`src/rtl/mriscv_decoder_pkg.sv`:
```
// Shared decoder encodings: opcodes, operand selects, ALU ops, LSU sizes, WB sources.
// Also holds the funct3-to-ALU-op helpers used by the decoder.
package miriscv_defines;

  localparam int ALU_OP_WIDTH = 5;

  localparam logic [4:0] OPC_LOAD     = 5'b00000;
  localparam logic [4:0] OPC_MISC_MEM = 5'b00011;
  localparam logic [4:0] OPC_OP_IMM   = 5'b00100;
  localparam logic [4:0] OPC_AUIPC    = 5'b00101;
  localparam logic [4:0] OPC_STORE    = 5'b01000;
  localparam logic [4:0] OPC_OP       = 5'b01100;
  localparam logic [4:0] OPC_LUI      = 5'b01101;
  localparam logic [4:0] OPC_BRANCH   = 5'b11000;
  localparam logic [4:0] OPC_JALR     = 5'b11001;
  localparam logic [4:0] OPC_JAL      = 5'b11011;
  localparam logic [4:0] OPC_SYSTEM   = 5'b11100;

  localparam logic [1:0] OP_A_RS1     = 2'd0;
  localparam logic [1:0] OP_A_CURR_PC = 2'd1;
  localparam logic [1:0] OP_A_ZERO    = 2'd2;

  localparam logic [2:0] OP_B_RS2   = 3'd0;
  localparam logic [2:0] OP_B_IMM_I = 3'd1;
  localparam logic [2:0] OP_B_IMM_U = 3'd2;
  localparam logic [2:0] OP_B_IMM_S = 3'd3;
  localparam logic [2:0] OP_B_INCR  = 3'd4;

  localparam logic [ALU_OP_WIDTH-1:0] ALU_ADD  = 5'b11000;
  localparam logic [ALU_OP_WIDTH-1:0] ALU_SUB  = 5'b11001;
  localparam logic [ALU_OP_WIDTH-1:0] ALU_SLL  = 5'b00111;
  localparam logic [ALU_OP_WIDTH-1:0] ALU_SLTS = 5'b00010;
  localparam logic [ALU_OP_WIDTH-1:0] ALU_SLTU = 5'b00011;
  localparam logic [ALU_OP_WIDTH-1:0] ALU_XOR  = 5'b01111;
  localparam logic [ALU_OP_WIDTH-1:0] ALU_SRL  = 5'b00101;
  localparam logic [ALU_OP_WIDTH-1:0] ALU_SRA  = 5'b00100;
  localparam logic [ALU_OP_WIDTH-1:0] ALU_OR   = 5'b01110;
  localparam logic [ALU_OP_WIDTH-1:0] ALU_AND  = 5'b10101;
  localparam logic [ALU_OP_WIDTH-1:0] ALU_EQ   = 5'b01100;
  localparam logic [ALU_OP_WIDTH-1:0] ALU_NE   = 5'b01101;
  localparam logic [ALU_OP_WIDTH-1:0] ALU_LTS  = 5'b00000;
  localparam logic [ALU_OP_WIDTH-1:0] ALU_GES  = 5'b01010;
  localparam logic [ALU_OP_WIDTH-1:0] ALU_LTU  = 5'b00001;
  localparam logic [ALU_OP_WIDTH-1:0] ALU_GEU  = 5'b01011;

  localparam logic [2:0] LDST_B  = 3'd0;
  localparam logic [2:0] LDST_H  = 3'd1;
  localparam logic [2:0] LDST_W  = 3'd2;
  localparam logic [2:0] LDST_BU = 3'd4;
  localparam logic [2:0] LDST_HU = 3'd5;

  localparam logic WB_EX_RESULT = 1'b0;
  localparam logic WB_LSU_DATA  = 1'b1;

  // alt selects SUB for funct3=0 and SRA for funct3=5
  function automatic logic [ALU_OP_WIDTH-1:0] alu_arith(input logic [2:0] f3, input logic alt);
    case (f3)
      3'd0:    alu_arith = alt ? ALU_SUB : ALU_ADD;
      3'd1:    alu_arith = ALU_SLL;
      3'd2:    alu_arith = ALU_SLTS;
      3'd3:    alu_arith = ALU_SLTU;
      3'd4:    alu_arith = ALU_XOR;
      3'd5:    alu_arith = alt ? ALU_SRA : ALU_SRL;
      3'd6:    alu_arith = ALU_OR;
      default: alu_arith = ALU_AND;
    endcase
  endfunction

  function automatic logic [ALU_OP_WIDTH-1:0] alu_branch(input logic [2:0] f3);
    case (f3)
      3'd0:    alu_branch = ALU_EQ;
      3'd1:    alu_branch = ALU_NE;
      3'd4:    alu_branch = ALU_LTS;
      3'd5:    alu_branch = ALU_GES;
      3'd6:    alu_branch = ALU_LTU;
      3'd7:    alu_branch = ALU_GEU;
      default: alu_branch = ALU_ADD;
    endcase
  endfunction

endpackage

```
`src/rtl/mriscv_decoder.sv`:
```
// RV32I main decoder: combinational control decode of one instruction word.
// MRISCV_DECODER_ILLEGAL_CNT_EN adds a saturating illegal-instruction counter (illegal_cnt_o).
module mriscv_decoder
  import miriscv_defines::*;
(
  input  logic                    clk_i,
  input  logic                    arstn_i,
  input  logic [31:0]             fetched_instr_i,
  output logic [1:0]              ex_op_a_sel_o,
  output logic [2:0]              ex_op_b_sel_o,
  output logic [ALU_OP_WIDTH-1:0] alu_op_o,
  output logic                    mem_req_o,
  output logic                    mem_we_o,
  output logic [2:0]              mem_size_o,
  output logic                    gpr_we_a_o,
  output logic                    wb_src_sel_o,
  output logic                    illegal_instr_o,
  output logic                    branch_o,
  output logic                    jal_o,
  output logic                    jalr_o
`ifdef MRISCV_DECODER_ILLEGAL_CNT_EN
  ,
  output logic [7:0]              illegal_cnt_o
`endif
);

  logic [4:0] w_opcode;
  logic [2:0] w_f3;
  logic [6:0] w_f7;
  logic       w_f7_zero;
  logic       w_f7_alt;

  assign w_opcode  = fetched_instr_i[6:2];
  assign w_f3      = fetched_instr_i[14:12];
  assign w_f7      = fetched_instr_i[31:25];
  assign w_f7_zero = (w_f7 == 7'h00);
  assign w_f7_alt  = (w_f7 == 7'h20);

  logic                    w_illegal;
  logic [1:0]              w_op_a;
  logic [2:0]              w_op_b;
  logic [ALU_OP_WIDTH-1:0] w_alu;
  logic                    w_mem_req;
  logic                    w_mem_we;
  logic [2:0]              w_mem_size;
  logic                    w_gpr_we;
  logic                    w_wb_sel;
  logic                    w_branch;
  logic                    w_jal;
  logic                    w_jalr;

  always_comb begin
    w_illegal  = 1'b0;
    w_op_a     = OP_A_RS1;
    w_op_b     = OP_B_RS2;
    w_alu      = ALU_ADD;
    w_mem_req  = 1'b0;
    w_mem_we   = 1'b0;
    w_mem_size = LDST_W;
    w_gpr_we   = 1'b0;
    w_wb_sel   = WB_EX_RESULT;
    w_branch   = 1'b0;
    w_jal      = 1'b0;
    w_jalr     = 1'b0;

    if (fetched_instr_i[1:0] != 2'b11) begin
      w_illegal = 1'b1;
    end else begin
      case (w_opcode)
        OPC_LOAD: begin
          w_illegal  = (w_f3 == 3'd3) || (w_f3 == 3'd6) || (w_f3 == 3'd7);
          w_op_b     = OP_B_IMM_I;
          w_mem_req  = 1'b1;
          w_mem_size = w_f3;
          w_gpr_we   = 1'b1;
          w_wb_sel   = WB_LSU_DATA;
        end
        OPC_MISC_MEM, OPC_SYSTEM: ;
        OPC_OP_IMM: begin
          w_illegal = ((w_f3 == 3'd1) && !w_f7_zero) ||
                      ((w_f3 == 3'd5) && !w_f7_zero && !w_f7_alt);
          w_op_b    = OP_B_IMM_I;
          w_alu     = alu_arith(w_f3, (w_f3 == 3'd5) && w_f7_alt);
          w_gpr_we  = 1'b1;
        end
        OPC_AUIPC: begin
          w_op_a   = OP_A_CURR_PC;
          w_op_b   = OP_B_IMM_U;
          w_gpr_we = 1'b1;
        end
        OPC_STORE: begin
          w_illegal  = w_f3[2];
          w_op_b     = OP_B_IMM_S;
          w_mem_req  = 1'b1;
          w_mem_we   = 1'b1;
          w_mem_size = w_f3;
        end
        OPC_OP: begin
          w_illegal = !(w_f7_zero || (w_f7_alt && ((w_f3 == 3'd0) || (w_f3 == 3'd5))));
          w_alu     = alu_arith(w_f3, w_f7_alt);
          w_gpr_we  = 1'b1;
        end
        OPC_LUI: begin
          w_op_a   = OP_A_ZERO;
          w_op_b   = OP_B_IMM_U;
          w_gpr_we = 1'b1;
        end
        OPC_BRANCH: begin
          w_illegal = (w_f3 == 3'd2) || (w_f3 == 3'd3);
          w_alu     = alu_branch(w_f3);
          w_branch  = 1'b1;
        end
        OPC_JALR: begin
          w_op_a   = OP_A_CURR_PC;
          w_op_b   = OP_B_INCR;
          w_gpr_we = 1'b1;
          w_jalr   = 1'b1;
        end
        OPC_JAL: begin
          w_op_a   = OP_A_CURR_PC;
          w_op_b   = OP_B_INCR;
          w_gpr_we = 1'b1;
          w_jal    = 1'b1;
        end
        default: w_illegal = 1'b1;
      endcase
    end

    // Illegal words collapse to a harmless RS1+RS2 ADD with every side effect off
    if (w_illegal) begin
      w_op_a     = OP_A_RS1;
      w_op_b     = OP_B_RS2;
      w_alu      = ALU_ADD;
      w_mem_req  = 1'b0;
      w_mem_we   = 1'b0;
      w_mem_size = LDST_W;
      w_gpr_we   = 1'b0;
      w_wb_sel   = WB_EX_RESULT;
      w_branch   = 1'b0;
      w_jal      = 1'b0;
      w_jalr     = 1'b0;
    end
  end

  assign illegal_instr_o = w_illegal;
  assign ex_op_a_sel_o   = w_op_a;
  assign ex_op_b_sel_o   = w_op_b;
  assign alu_op_o        = w_alu;
  assign mem_req_o       = w_mem_req;
  assign mem_we_o        = w_mem_we;
  assign mem_size_o      = w_mem_size;
  assign gpr_we_a_o      = w_gpr_we;
  assign wb_src_sel_o    = w_wb_sel;
  assign branch_o        = w_branch;
  assign jal_o           = w_jal;
  assign jalr_o          = w_jalr;

`ifdef MRISCV_DECODER_ILLEGAL_CNT_EN
  logic [7:0] r_illegal_cnt;

  always_ff @(posedge clk_i or negedge arstn_i) begin
    if (!arstn_i) begin
      r_illegal_cnt <= 8'd0;
    end else if (w_illegal && (r_illegal_cnt != 8'hFF)) begin
      r_illegal_cnt <= r_illegal_cnt + 8'd1;
    end
  end

  assign illegal_cnt_o = r_illegal_cnt;

  logic w_unused;
  assign w_unused = ^{fetched_instr_i[24:15], fetched_instr_i[11:7]};
`else
  // Register fields, clock and reset have no effect on decode in this build
  logic w_unused;
  assign w_unused = ^{clk_i, arstn_i, fetched_instr_i[24:15], fetched_instr_i[11:7]};
`endif

endmodule

```
`config.mk`:
```
export PLATFORM = sky130hd
export DESIGN_NAME = mriscv_decoder
export DESIGN_NICKNAME = d
export VERILOG_FILES = /design/src/rtl/mriscv_decoder_pkg.sv /design/src/rtl/mriscv_decoder.sv
export SDC_FILE = /design/constraint.sdc
export NUM_CORES = 1
export LEC_CHECK = 0
export CAP_MARGIN = 20
export CORE_MARGIN = 5
export CORE_UTILIZATION = 34
export DETAILED_ROUTE_END_ITERATION = 12
export PLACE_DENSITY = 0.87
export SYNTH_ARGS = -nofsm -noshare
export SYNTH_HDL_FRONTEND = slang
export SYNTH_SLANG_ARGS = --single-unit
```
`constraint.sdc`:
```
create_clock -name vclk -period 3.2
set_clock_uncertainty 0.1 [all_clocks]
set_input_delay 0.64 -clock vclk [all_inputs]
set_output_delay 0.64 -clock vclk [all_outputs]
set_load 0.1 [all_outputs]
```
==> metrics.txt, run 1 <==
post-synthesis mux area share=0%; syn_area_per_cell=6.11 um2; die width=54.2 um; Synth Area in Simple Gates=52.8%; Initial Util=34.6%; Post-CTS Setup Inserts=5; adder-cell share of the synthesized area=0%; hold buffers post-CTS=0; cells after synthesis=109; largest family of logic cells by synthesized area=simple AND/OR/NAND/NOR gates; Post-Synth XOR/XNOR Area=0%; IO Pins=55; last flow stage reached=4_1_cts; status=aborted with a tool error; Routability Congestion=0.899; register area share after synthesis=0%; syn_nets=143; cell area after synthesis=666 um2; hpwl dp=3460 um; port bufs=38; row cnt=16; Synth cell types=40; Synth warnings=0; PostCTS Resize Cnt=44; Err=[ERROR DPL-0038] Utilization greater than 100%, impossible to legalize; die height=54.2 um; post-synthesis compound-gate area fraction=33.6%
[cells in the mapped netlist (all sizes together), types with 3 or more instances]
cell type	count	area share, %
nor3	12	9.0
nor2	11	6.2
a21oi	8	6.6
clkbuf	7	4.1
nand2	6	3.4
o21ai	6	4.5
a31oi	5	4.7
buf	5	6.6
inv	5	2.8
nand3	5	3.8
a211oi	3	3.4
nor3b	3	3.4
nor4b	3	3.9
or3	3	4.5
[stage by stage]
stage / setup TNS, ns / cell area (um2) / setup WS [ns] / instances
3_5_place_dp: -7.57 / 1790 / -0.468 / 201
3_3_place_gp: -5.55 / 1790 / -0.303 / 201
2_1_floorplan: -3.86 / 942 / -0.364 / 109
[kinds of logic after synthesis]
group	after synthesis
AO/OA/AOI/OAI	31
buffers and inverters	17
AND/OR/NAND/NOR	61
==> inputs of run 2 (changes only) <==
--- a/config.mk
+++ b/config.mk
@@ -6,10 +6,10 @@
 export NUM_CORES = 1
 export LEC_CHECK = 0
 export CAP_MARGIN = 20
-export CORE_MARGIN = 5
-export CORE_UTILIZATION = 34
+export CORE_AREA = 5 5 66 68
 export DETAILED_ROUTE_END_ITERATION = 12
-export PLACE_DENSITY = 0.87
+export DIE_AREA = 0 0 71 73
+export PLACE_DENSITY_LB_ADDON = 0.15
 export SYNTH_ARGS = -nofsm -noshare
 export SYNTH_HDL_FRONTEND = slang
 export SYNTH_SLANG_ARGS = --single-unit
==> metrics.txt, run 2 <==
vias in the first global route=1285; Critical path origin=fetched_instr_i[2]; Synth area leaders=nor3_1, nor2_1, a21oi_1; setup tns final=0 ns; crit path kind=in -> out; ANT cells=0; worst vdd ir=36.5 uV; fin crit period=3.19 ns; Die ar.=5180 um2; commonest non-fill, non-tap cells in the layout=buf_4, buf_12, nor3_4; Final WS setup=0.0128 ns; GRT Total Usage=13.6%; Syn-to-layout area delta=215%; initial antenna violation count=0; Hold Crit Start=fetched_instr_i[4]; dpl ws=-0.379 ns; Core Util, Final=55.1%; via count=1208; row cnt=23; cell area after synthesis=666 um2; period utilization=99.6%; syn_nets=143; Critical Path End Type=output pin; Most common cell on crit path=buf_12; Synth cell types=40; WL final=3540 um; DR DRC count=0; largest net degree at the start of global routing=13; Slew HR=67.0%; final hold violations=0; crit path DAT=2.45 ns; hpwl dp=2720 um; dominant cell type by area after synthesis=nor3_1; Routability Congestion=0.835; Max-cap violations=0; Finished Layout Cells=245; cells after synthesis=109; hold buffers post-CTS=0; static leakage=0.806 nW; port bufs=38; initial DRC count=33; count leader, synth=nor3_1; syn_area_per_cell=6.11 um2; WP data required=2.46 ns; max-slew violation count=0; RSZ-0062 raised after global routing=true; nets=231; Pre-antenna DRT Iters=4; CP startpoint kind=input pin; core area=3800 um2; power density over the cells=79.5 nW/um2; clock buffers=0; crit-path max FO=5; die width=71 um; grt ovf=0; Routed wire per std cell=14.5 um; CP max stage cell=or4_4; area fraction of the dominant cell type after synthesis=9.02%; Synth warnings=0; register area share after synthesis=0%; seq_cells=0; HP Class=in -> out; status=finished clean; Initial Util=17.5%; hold slack final=1.77 ns; remaining antenna violation count=0; Avg Vias per Cell=4.93; area occupied by multi-input gates=891 um2; die height=73 um; register area=0 um2; Fillers=356; layout cells sized above 1=66.7%; Least-Margin Pin Slew=0.492 ns; list of most frequent post-synthesis cells=nor3_1, nor2_1, a21oi_1; IO Pins=55; first-pass GRT wire length=5900 um; Placed Cells=230; slowest stage delay, CP=0.51 ns; CP Cell Sequence=buf_6, or3_4, or4_4, a21oi_4, a31o_4, buf_12, buf_12, a211oi_4, buf_12; Peak Freq=0.314 GHz; commonest non-fill, non-tap cell in the layout=buf_4; final setup violating endpoints=0
run 2: kinds of logic after synthesis:
group | Yosys count | share of synthesized area (%)
buffers and inverters | 17 | 13.5
and+or+nand+nor | 61 | 52.8
AOI/OAI and AO/OA | 31 | 33.6
run 2: cell type report:
type               count  share of cell area [%]
repair buffers        98                    53.6
inverters              5                   0.896
well taps             50                    2.99
multi-input cells     92                    42.5
run 2: worst paths after layout:
path,endpoint,cells after the start,slack (ns)
setup / recovery,gpr_we_a_o,9,0.01
hold / removal,mem_req_o,4,1.77
run 2: worst max-delay path: cells and delay by family:
| kind | cells | cell delay [ns] |
|---|---|---|
| buf+inv | 4 | 0.51 |
| simple gates | 2 | 0.91 |
| compound gates | 3 | 0.37 |
run 2: power breakdown:
part / internal, mW / leakage (nW) / switching, mW / total, mW
registers: 0 / 0 / 0 / 0
clock network: 0 / 0 / 0 / 0
logic: 0.0812 / 0.806 / 0.0853 / 0.166
run 2: metrics by stage:
| step | power, mW | area (um2) |
|---|---|---|
| 3_3_place_gp | 0.150 | 1890 |
| 4_1_cts | 0.162 | 2080 |
| 5_1_grt | 0.177 | 2090 |
| 3_5_place_dp | 0.151 | 1890 |
| 6_report | 0.166 | 2090 |
| 2_1_floorplan | 0.0797 | 942 |
run 2: per-layer routing:
metal  track usage, %  wire length (um)  share of wire (%)
met2             26.6              1870                 53
met1             15.8              1480                 42
met4             1.25                29               0.82
met3             2.48               165                4.7
met5                0                 0                  0
run 2: repair_timing:
action | 4_1_cts | 5_1_grt
buffers inserted | 14 | 1
resized for setup | 42 | 12
setup endpoints to repair | 21 | 21
hold endpoints to repair | 0 | 0
gates cloned | 1 | 0
pin swaps | 15 | 15
Note: power is estimated with default switching activity, not from simulation.
==> inputs of run 3 (changes only) <==
--- a/config.mk
+++ b/config.mk
@@ -10,6 +10,7 @@
 export DETAILED_ROUTE_END_ITERATION = 12
 export DIE_AREA = 0 0 71 73
 export PLACE_DENSITY_LB_ADDON = 0.15
+export SETUP_SLACK_MARGIN = 0.02
 export SYNTH_ARGS = -nofsm -noshare
 export SYNTH_HDL_FRONTEND = slang
 export SYNTH_SLANG_ARGS = --single-unit
==> constraint.sdc (replaced) <==
create_clock -name vclk -period 3.2
set_clock_uncertainty 0.1 [all_clocks]
set_input_delay 0.64 -clock vclk [all_inputs]
set_output_delay 0.64 -clock vclk [all_outputs]
set_load 0.005 [all_outputs]
==> metrics.txt, run 3 (synthesized netlist as in run 2, its figures left out) <==
CP endpoint=mem_size_o[2]; dpl ws=-0.643 ns; hpwl dp=2420 um; Slew HR=74.3%; Finished Layout Cells=231; vias in the first global route=1106; power density over the cells=83.7 nW/um2; commonest non-fill, non-tap cells in the layout=buf_4, clkbuf_2, nor2_1, clkdlybuf4s50_1, nor3_2; Critical path origin=fetched_instr_i[2]; CP max stage cell=or4_4; period utilization=100%; RSZ-0062 raised after global routing=true; remaining antenna violation count=0; WL met2=1570 um; Max-cap violations=0; slowest stage delay, CP=0.56 ns; seq_cells=0; WL final=3190 um; port bufs=38; WP data required=2.46 ns; status=complete, but fails checks; Avg Vias per Cell=4.80; largest net degree at the start of global routing=11; crit path DAT=2.47 ns; Final WS setup=-0.00852 ns; Comb pwr share=100.0%; Worst path depth=9; row cnt=23; register area=0 um2; total power=126 uW; final setup violating endpoints=3; Buf/Inv on CP=4; nets=217; Cell Int Power=65.9 uW; first-pass GRT wire length=5120 um; Initial Util=17.5%; Psw=59.9 uW; CP Cell Sequence=buf_8, or3_4, or4_4, a21oi_4, buf_6, a31o_4, buf_4, nor3_1, clkbuf_2; Routability Congestion=0.801; worst vdd ir=30.0 uV; M1 wire length=1460 um; Top delay family on crit path=simple AND/OR/NAND/NOR gates; die width=71 um; core area=3800 um2; clock buffers=0; Fillers=408; Syn-to-layout area delta=126%; ANT cells=0; Sw Share=47.6%; failing checks=setup timing; wire length on met3=124 um; Die ar.=5180 um2; Placed Cells=220; final hold violations=0; Seq pwr share=0%; commonest non-fill, non-tap cell in the layout=buf_4; crit path kind=in -> out; Routed wire per std cell=13.8 um; max-slew violation count=0; die height=73 um; HP Class=in -> out; IO Pins=55; fin crit period=3.21 ns; via count=1108; highest routed layer=met4; Core Util, Final=39.6%; initial antenna violation count=0; initial DRC count=24; DR DRC count=0; setup tns final=-0.0173 ns; Pre-antenna DRT Iters=4; Peak Freq=0.312 GHz; CP startpoint kind=input pin; clock network fraction of total power=0%; crit-path max FO=7; Least-Margin Pin Slew=0.383 ns; layout cells sized above 1=56.9%; hold buffers post-CTS=0; static leakage=0.580 nW; Critical Path End Type=output pin; GRT Total Usage=11.7%; grt ovf=0
[run 3: changes by cell type in the layout (fill, tap and decap cells not counted), moves of 4 or more]
cell and delta:
buf_12 -28, buf_4 -13, buf_6 +4, clkbuf_2 +15, clkdlybuf4s50_1 +9, nand3_2 -4, nor3_2 +10, nor3_4 -11
[run 3: worst min-delay path by stage]
stage	from	end	slack, ns	cells past startpoint
finish	fetched_instr_i[2]	ex_op_a_sel_o[0]	1.63	5
global route	fetched_instr_i[2]	ex_op_a_sel_o[0]	1.65	5
CTS	fetched_instr_i[4]	mem_req_o	1.80	5
detailed placement	fetched_instr_i[2]	ex_op_a_sel_o[0]	2.35	5
global placement	fetched_instr_i[3]	jal_o	2.35	5
floorplan	fetched_instr_i[2]	mem_req_o	1.34	2
[run 3: tightest hold or removal path, delay by kind of cell]
family | cells | cell delay (ns)
buffers and inverters | 4 | 0.41
AND/OR/NAND/NOR | 1 | 0.03
[run 3: stage by stage]
step | instance area (um2) | hold slack (ns)
final | 1500 | 1.63
after detailed placement | 1300 | 2.35
after global placement | 1300 | 2.35
after global routing | 1500 | 1.65
after CTS | 1460 | 1.80
after floorplan | 666 | 1.34
[run 3: area by class of cell]
cell class	instances	area (um2)	share of cell area [%]
Timing Repair Buffer	83	656	43.6
Inverter	5	18.8	1.25
Tap cell	50	62.6	4.16
Multi-Input combinational cell	93	767	51.0
[run 3: what timing repair did]
action / 4_1_cts / 5_1_grt
pin swaps: 8 / 13
cloned: 1 / 0
buffers inserted: 6 / 4
endpoints found under the setup margin: 21 / 18
gates resized for setup: 74 / 50
[run 3: power by group through the flow]
stage / Combinational (mW) / Clock, mW / Sequential, mW
6_report: 0.126 / 0 / 0
2_1_floorplan: 0.0478 / 0 / 0
4_1_cts: 0.117 / 0 / 0
3_5_place_dp: 0.107 / 0 / 0
5_1_grt: 0.136 / 0 / 0
3_3_place_gp: 0.106 / 0 / 0
[run 3: metal layers]
metal  global-route usage [%]  vias up
li1                         -      563
met1                     14.9      512
met2                     22.1       29
met3                    0.826        4
met4                     1.46        0
met5                        0        -
